**config.mk**
```make
export PLATFORM = sky130hd
export DESIGN_NAME = instr_register_fifo
export DESIGN_NICKNAME = d
export VERILOG_FILES = /design/src/rtl/instr_register_fifo_pkg.sv /design/src/rtl/instr_register_fifo_alu.sv /design/src/rtl/instr_register_fifo.sv
export SDC_FILE = /design/constraint.sdc
export NUM_CORES = 2
export LEC_CHECK = 0
export ABC_AREA = 0
export BUFFER_PORTS_ARGS = -buffer_cell sky130_fd_sc_hd__buf_2
export CELL_PAD_IN_SITES_DETAIL_PLACEMENT = 0
export CELL_PAD_IN_SITES_GLOBAL_PLACEMENT = 1
export CORE_AREA = 4 4 557 394
export CTS_CLUSTER_SIZE = 40
export DETAILED_ROUTE_END_ITERATION = 12
export DIE_AREA = 0 0 561 398
export HOLD_SLACK_MARGIN = 0.12
export PLACE_DENSITY = 0.65
export REMOVE_ABC_BUFFERS = 1
export SLEW_MARGIN = 20
export SYNTH_ARGS = -nofsm -noshare
export SYNTH_HDL_FRONTEND = slang
export SYNTH_MEMORY_MAX_BITS = 65536
export SYNTH_SLANG_ARGS = --single-unit
```
**constraint.sdc**
```tcl
create_clock -name clk -period 6.1 [get_ports clk]
set_input_delay 0.305 -clock clk [delete_from_list [all_inputs] [get_ports clk]]
set_output_delay 0.305 -clock clk [all_outputs]
set_load 0.05 [all_outputs]
```
**src/rtl/instr_register_fifo_pkg.sv**
```systemverilog
// Shared opcode type and default sizing for the instruction register FIFO.
package instr_register_pkg;

  typedef enum logic [2:0] {
    ZERO  = 3'd0,
    PASSA = 3'd1,
    PASSB = 3'd2,
    ADD   = 3'd3,
    SUB   = 3'd4,
    MULT  = 3'd5,
    DIV   = 3'd6,
    MOD   = 3'd7
  } opcode_t;

  localparam int OPCODE_W      = 3;
  localparam int OPERAND_W_DEF = 32;
  localparam int DEPTH_DEF     = 32;

endpackage

```
**src/rtl/instr_register_fifo_alu.sv**
```systemverilog
// Combinational signed ALU producing a double-width result for a pushed instruction.
module instr_alu
  import instr_register_pkg::*;
#(
  parameter int OPERAND_W = OPERAND_W_DEF
) (
  input  opcode_t                       opcode,
  input  logic signed [OPERAND_W-1:0]   operand_a,
  input  logic signed [OPERAND_W-1:0]   operand_b,
  output logic signed [2*OPERAND_W-1:0] result
);

  localparam int RES_W = 2 * OPERAND_W;

  function automatic logic signed [RES_W-1:0] sext(input logic signed [OPERAND_W-1:0] v);
    return {{OPERAND_W{v[OPERAND_W-1]}}, v};
  endfunction

  logic signed [RES_W-1:0] a_x;
  logic signed [RES_W-1:0] b_x;
  logic                    b_zero;

  // Working at double width keeps MULT exact and the min/-1 quotient representable.
  always_comb begin
    a_x    = sext(operand_a);
    b_x    = sext(operand_b);
    b_zero = (operand_b == '0);
    result = '0;
    case (opcode)
      ZERO:  result = '0;
      PASSA: result = a_x;
      PASSB: result = b_x;
      ADD:   result = a_x + b_x;
      SUB:   result = a_x - b_x;
      MULT:  result = a_x * b_x;
      DIV:   result = b_zero ? '0 : (a_x / b_x);
      MOD:   result = b_zero ? '0 : (a_x % b_x);
      default: result = '0;
    endcase
  end

endmodule

```
**src/rtl/instr_register_fifo.sv**
```systemverilog
// Circular-buffer instruction FIFO with registered pop and sticky error flags.
// Define INSTR_RESULT_EN to compute and store the ALU result; otherwise result is 0.
module instr_register_fifo
  import instr_register_pkg::*;
#(
  parameter  int OPERAND_W = OPERAND_W_DEF,
  parameter  int DEPTH     = DEPTH_DEF,
  localparam int PTR_W     = $clog2(DEPTH),
  localparam int CNT_W     = $clog2(DEPTH) + 1,
  localparam int INSTR_W   = OPCODE_W + 4 * OPERAND_W
) (
  input  logic                        clk,
  input  logic                        reset,
  input  logic                        load_en,
  input  opcode_t                     opcode,
  input  logic signed [OPERAND_W-1:0] operand_a,
  input  logic signed [OPERAND_W-1:0] operand_b,
  input  logic                        read_en,
  output logic [INSTR_W-1:0]          instruction_word,
  output logic                        instr_valid,
  output logic [CNT_W-1:0]            count,
  output logic                        full,
  output logic                        empty,
  output logic                        push_err,
  output logic                        pop_err
);

  typedef struct packed {
    opcode_t                       opcode;
    logic signed [OPERAND_W-1:0]   operand_a;
    logic signed [OPERAND_W-1:0]   operand_b;
    logic signed [2*OPERAND_W-1:0] result;
  } instr_t;

  instr_t                        mem [DEPTH];
  instr_t                        entry_p0;
  instr_t                        instr_p1;
  logic                          vld_p1;
  logic signed [2*OPERAND_W-1:0] result_p0;
  logic [PTR_W-1:0]              write_pointer;
  logic [PTR_W-1:0]              read_pointer;
  logic [CNT_W-1:0]              cnt;
  logic                          push_ok;
  logic                          pop_ok;

`ifdef INSTR_RESULT_EN
  instr_alu #(
    .OPERAND_W (OPERAND_W)
  ) u_alu (
    .opcode    (opcode),
    .operand_a (operand_a),
    .operand_b (operand_b),
    .result    (result_p0)
  );
`else
  assign result_p0 = '0;
`endif

  // Stage p0: assemble the entry to be written at push time.
  always_comb begin
    entry_p0           = '0;
    entry_p0.opcode    = opcode;
    entry_p0.operand_a = operand_a;
    entry_p0.operand_b = operand_b;
    entry_p0.result    = result_p0;
  end

  assign full  = (cnt == CNT_W'(DEPTH));
  assign empty = (cnt == '0);

  // A pop frees a slot this cycle, so a full buffer still takes the push.
  assign pop_ok  = read_en && !empty;
  assign push_ok = load_en && (!full || pop_ok);

  // Storage is deliberately left out of reset.
  always_ff @(posedge clk) begin
    if (!reset && push_ok) begin
      mem[write_pointer] <= entry_p0;
    end
  end

  // Stage p1: registered pop output plus all control state.
  always_ff @(posedge clk) begin
    if (reset) begin
      write_pointer <= '0;
      read_pointer  <= '0;
      cnt           <= '0;
      vld_p1        <= 1'b0;
      instr_p1      <= '0;
      push_err      <= 1'b0;
      pop_err       <= 1'b0;
    end else begin
      vld_p1 <= pop_ok;
      if (pop_ok) begin
        instr_p1     <= mem[read_pointer];
        read_pointer <= read_pointer + PTR_W'(1);
      end
      if (push_ok) begin
        write_pointer <= write_pointer + PTR_W'(1);
      end
      case ({push_ok, pop_ok})
        2'b10:   cnt <= cnt + CNT_W'(1);
        2'b01:   cnt <= cnt - CNT_W'(1);
        default: cnt <= cnt;
      endcase
      if (load_en && !push_ok) push_err <= 1'b1;
      if (read_en && !pop_ok)  pop_err  <= 1'b1;
    end
  end

  assign instruction_word = instr_p1;
  assign instr_valid      = vld_p1;
  assign count            = cnt;

endmodule
```
==> impl_metrics.csv <==
group,metric,value,unit
worst_setup_path,worstPathCellList,"or4_1 -> nor3_1 -> nor3b_1 -> nand2_1 -> nor2_4 -> buf_4",
synthesis,synth_cell_types,44,
timing,min_period,4.02,ns
die,initial_utilization,0.399,
die,fp.coreArea,213000,sq um
clocking,ctsHoldBuffers,72,
worst_setup_path,path_buf_inv,1,
timing,slew_viol_final,0,
placed_design,place_congestion,0.746,
clocking,cts-root-buf,"clkbuf_16",
clocking,cts_tree,"yes",
timing,setup_viol,0,
clocking,post-cts-setup-buffer-count,0,
synthesis,ys.flop_type,"edfxtp_1",
final_layout,layout_common_cells,"edfxtp_1, mux2i_1, mux4_2",
synthesis,synth-edff-count,2144,
worst_setup_path,r2r_start,"count[4]",
clocking,cts_resized,0,
placed_design,hpwlAfterDp,114,mm
route,drt-pass1-iter-count,6,
worst_setup_path,cpPeakStageDelay,1.03,ns
route,vias,41500,
final_layout,finalNonFillerCells,7485,
synthesis,async_flop_share,0,
route,drtAntennaViolNets,0,
timing,tightest_slew,1.19,ns
power_and_ir_drop,p_leak,0.0295,uW
grt,grt_overflow,0,
worst_hold_path,hold_path_class,"register to register",
timing,max_clock_freq,249,MHz
worst_setup_path,crit_required,6.57,ns
synthesis,ys_seq_area_frac,0.776,
outcome,outcome,"complete, no violations",
die,io_pins,213,
placed_design,pre_cts_slack,1.88,ns
clocking,clk_latency,0.85,ns
placed_design,port-buffer-count,148,
clocking,cts.sinks,2230,
route,drc,0,
final_layout,nets,4513,
final_layout,drive_gt1_frac,0.197,
die,num_rows,142,
worst_hold_path,hold_start,"instruction_word[74]",
clocking,clk_pin_slew,0.07,ns
timing,setup_tns,0,ns
synthesis,ys_ff_latch,2230,
power_and_ir_drop,p_total,37200,uW
route,viasPerCell,5.55,
route,post_drt_wl_per_cell,28.3,um
grt,grt_max_degree,141,
worst_setup_path,crit_fanout,16,
timing,final_hold_viol_count,0,
grt,track_usage,0.186,
timing,rsz0062_at_grt,"no",
synthesis,ys_warn_count,0,
worst_setup_path,crit_start,"count[4]",
clocking,ctsLongestPathBuffers,4,
worst_setup_path,cp-end-kind,"register",
worst_setup_path,cp.arrival,4.50,ns
final_layout,final_common_cell,"edfxtp_1",
grt,antenna_found_initial,9,
route,routed_wl,212,mm
final_layout,area_growth,14.1,%
grt,grt_pass1_vias,41600,
power_and_ir_drop,vdd_ir_drop_max,374,uV
worst_setup_path,cp_slowest_cell,"nor2_4",
timing,clock_skew,0.0518,ns
timing,setup_ws,2.08,ns
die,chipHeight,398,um
grt,grt_pass1_wl,304,mm
flow_run,maxCapViolCount,0,
synthesis,avgSynthCellArea,20.6,sq um
worst_setup_path,worstSetupPathType,"register to register",
clocking,htreeDepth,4,
timing,slew_headroom,0.210,
clocking,cts-buffers-inserted,211,
worst_setup_path,startpoint_type,"register",
die,fp.dieW,561,um
worst_setup_path,critical-path-top-delay-family,"simple AND/OR/NAND/NOR gates",
power_and_ir_drop,powerDensity,383,nW/um^2
timing,finalCritPeriodShare,0.660,
synthesis,synth_cells,4138,
route,detail_route.iter0.violations,4771,
synthesis,synth_area,85200,sq um
placed_design,dp.cells,7025,
die,die_area,223000,sq um
## path summary, 6_finish.rpt
check | end | slack [ns] | depth (start not counted)
worst max-delay path | mem[4][12] | 2.08 | 6
worst min-delay path | instruction_word[74] | 0.49 | 1
worst max register to register | mem[4][12] | 2.08 | 6
worst min register to register | instruction_word[74] | 0.49 | 1
## state kept, by name (all words and copies together), names as in the netlist
name,cells
instruction_word,67
write_pointer,5
pop_err,1
mem,2144
count,6
instr_valid,1
push_err,1
read_pointer,5
## power breakdown
part	switching, uW	total (uW)	internal (uW)
Sequential	342	17400	17100
Clock	5570	13000	7420
Combinational	4060	6830	2780
Total	9960	37200	27300
## final cells by class
| cell class | instances | area [sq um] |
|---|---|---|
| fillers | 17800 | 116000 |
| flip-flops and latches | 2230 | 66100 |
| multi-input cells | 1660 | 18100 |
| clock buffers | 289 | 5780 |
| well taps | 2880 | 3600 |
| repair buffers | 323 | 2640 |
| clock inverters | 95 | 983 |
| inverters | 6 | 22.5 |
| diodes | 2 | 5.00 |
## through the flow
stage | utilization | cell area (sq um) | hold slack, ns
detailed placement | 0.420 | 89700 | 0.457
global route | 0.456 | 97200 | 0.501
finish | 0.456 | 97200 | 0.488
floorplan | - | 83900 | 0.374
global placement | 0.420 | 89700 | 0.453
CTS | 0.456 | 97200 | 0.452
## Yosys cell counts (27+ instances only)
master	number	area [sq um]
a211oi_1	86	646
a21oi_1	99	495
a22o_1	67	587
a22oi_1	209	1570
buf_2	93	465
buf_4	68	510
clkbuf_1	114	428
dfxtp_1	86	1720
edfxtp_1	2144	64400
mux2i_1	588	5890
mux4_2	311	7000
nor2_1	52	195
nor3_1	27	135
o21ai_0	44	220
o22ai_1	41	257
## kinds of logic after synthesis
kind of cell             Yosys count  share of synthesized area
AO/OA/AOI/OAI                    553                     0.0449
adder cells (fa/ha/maj)           10                    0.00156
AND/OR/NAND/NOR                  122                    0.00690
flip-flops                      2230                      0.776
XOR/XNOR                          11                    0.00113
buffers and inverters            311                     0.0185
multiplexers                     900                      0.151
other                              1                  0.0000440
## worst register-to-register path, cell delays in order (launching register included)
cell and delay (ns):
dfxtp_1 0.40, or4_1 0.27, nor3_1 0.10, nor3b_1 0.71, nand2_1 0.69, nor2_4 1.04, buf_4 0.47
## metal layers
metal  GRT usage  part of all wire  up-vias
met1       0.288              0.46    22000
met5           0           0.00019        -
met4      0.0430             0.022        6
met2       0.269              0.43     1526
li1            -                 -    17700
met3      0.0404             0.079      283
No activity file was read; power rests on OpenSTA's default activity.
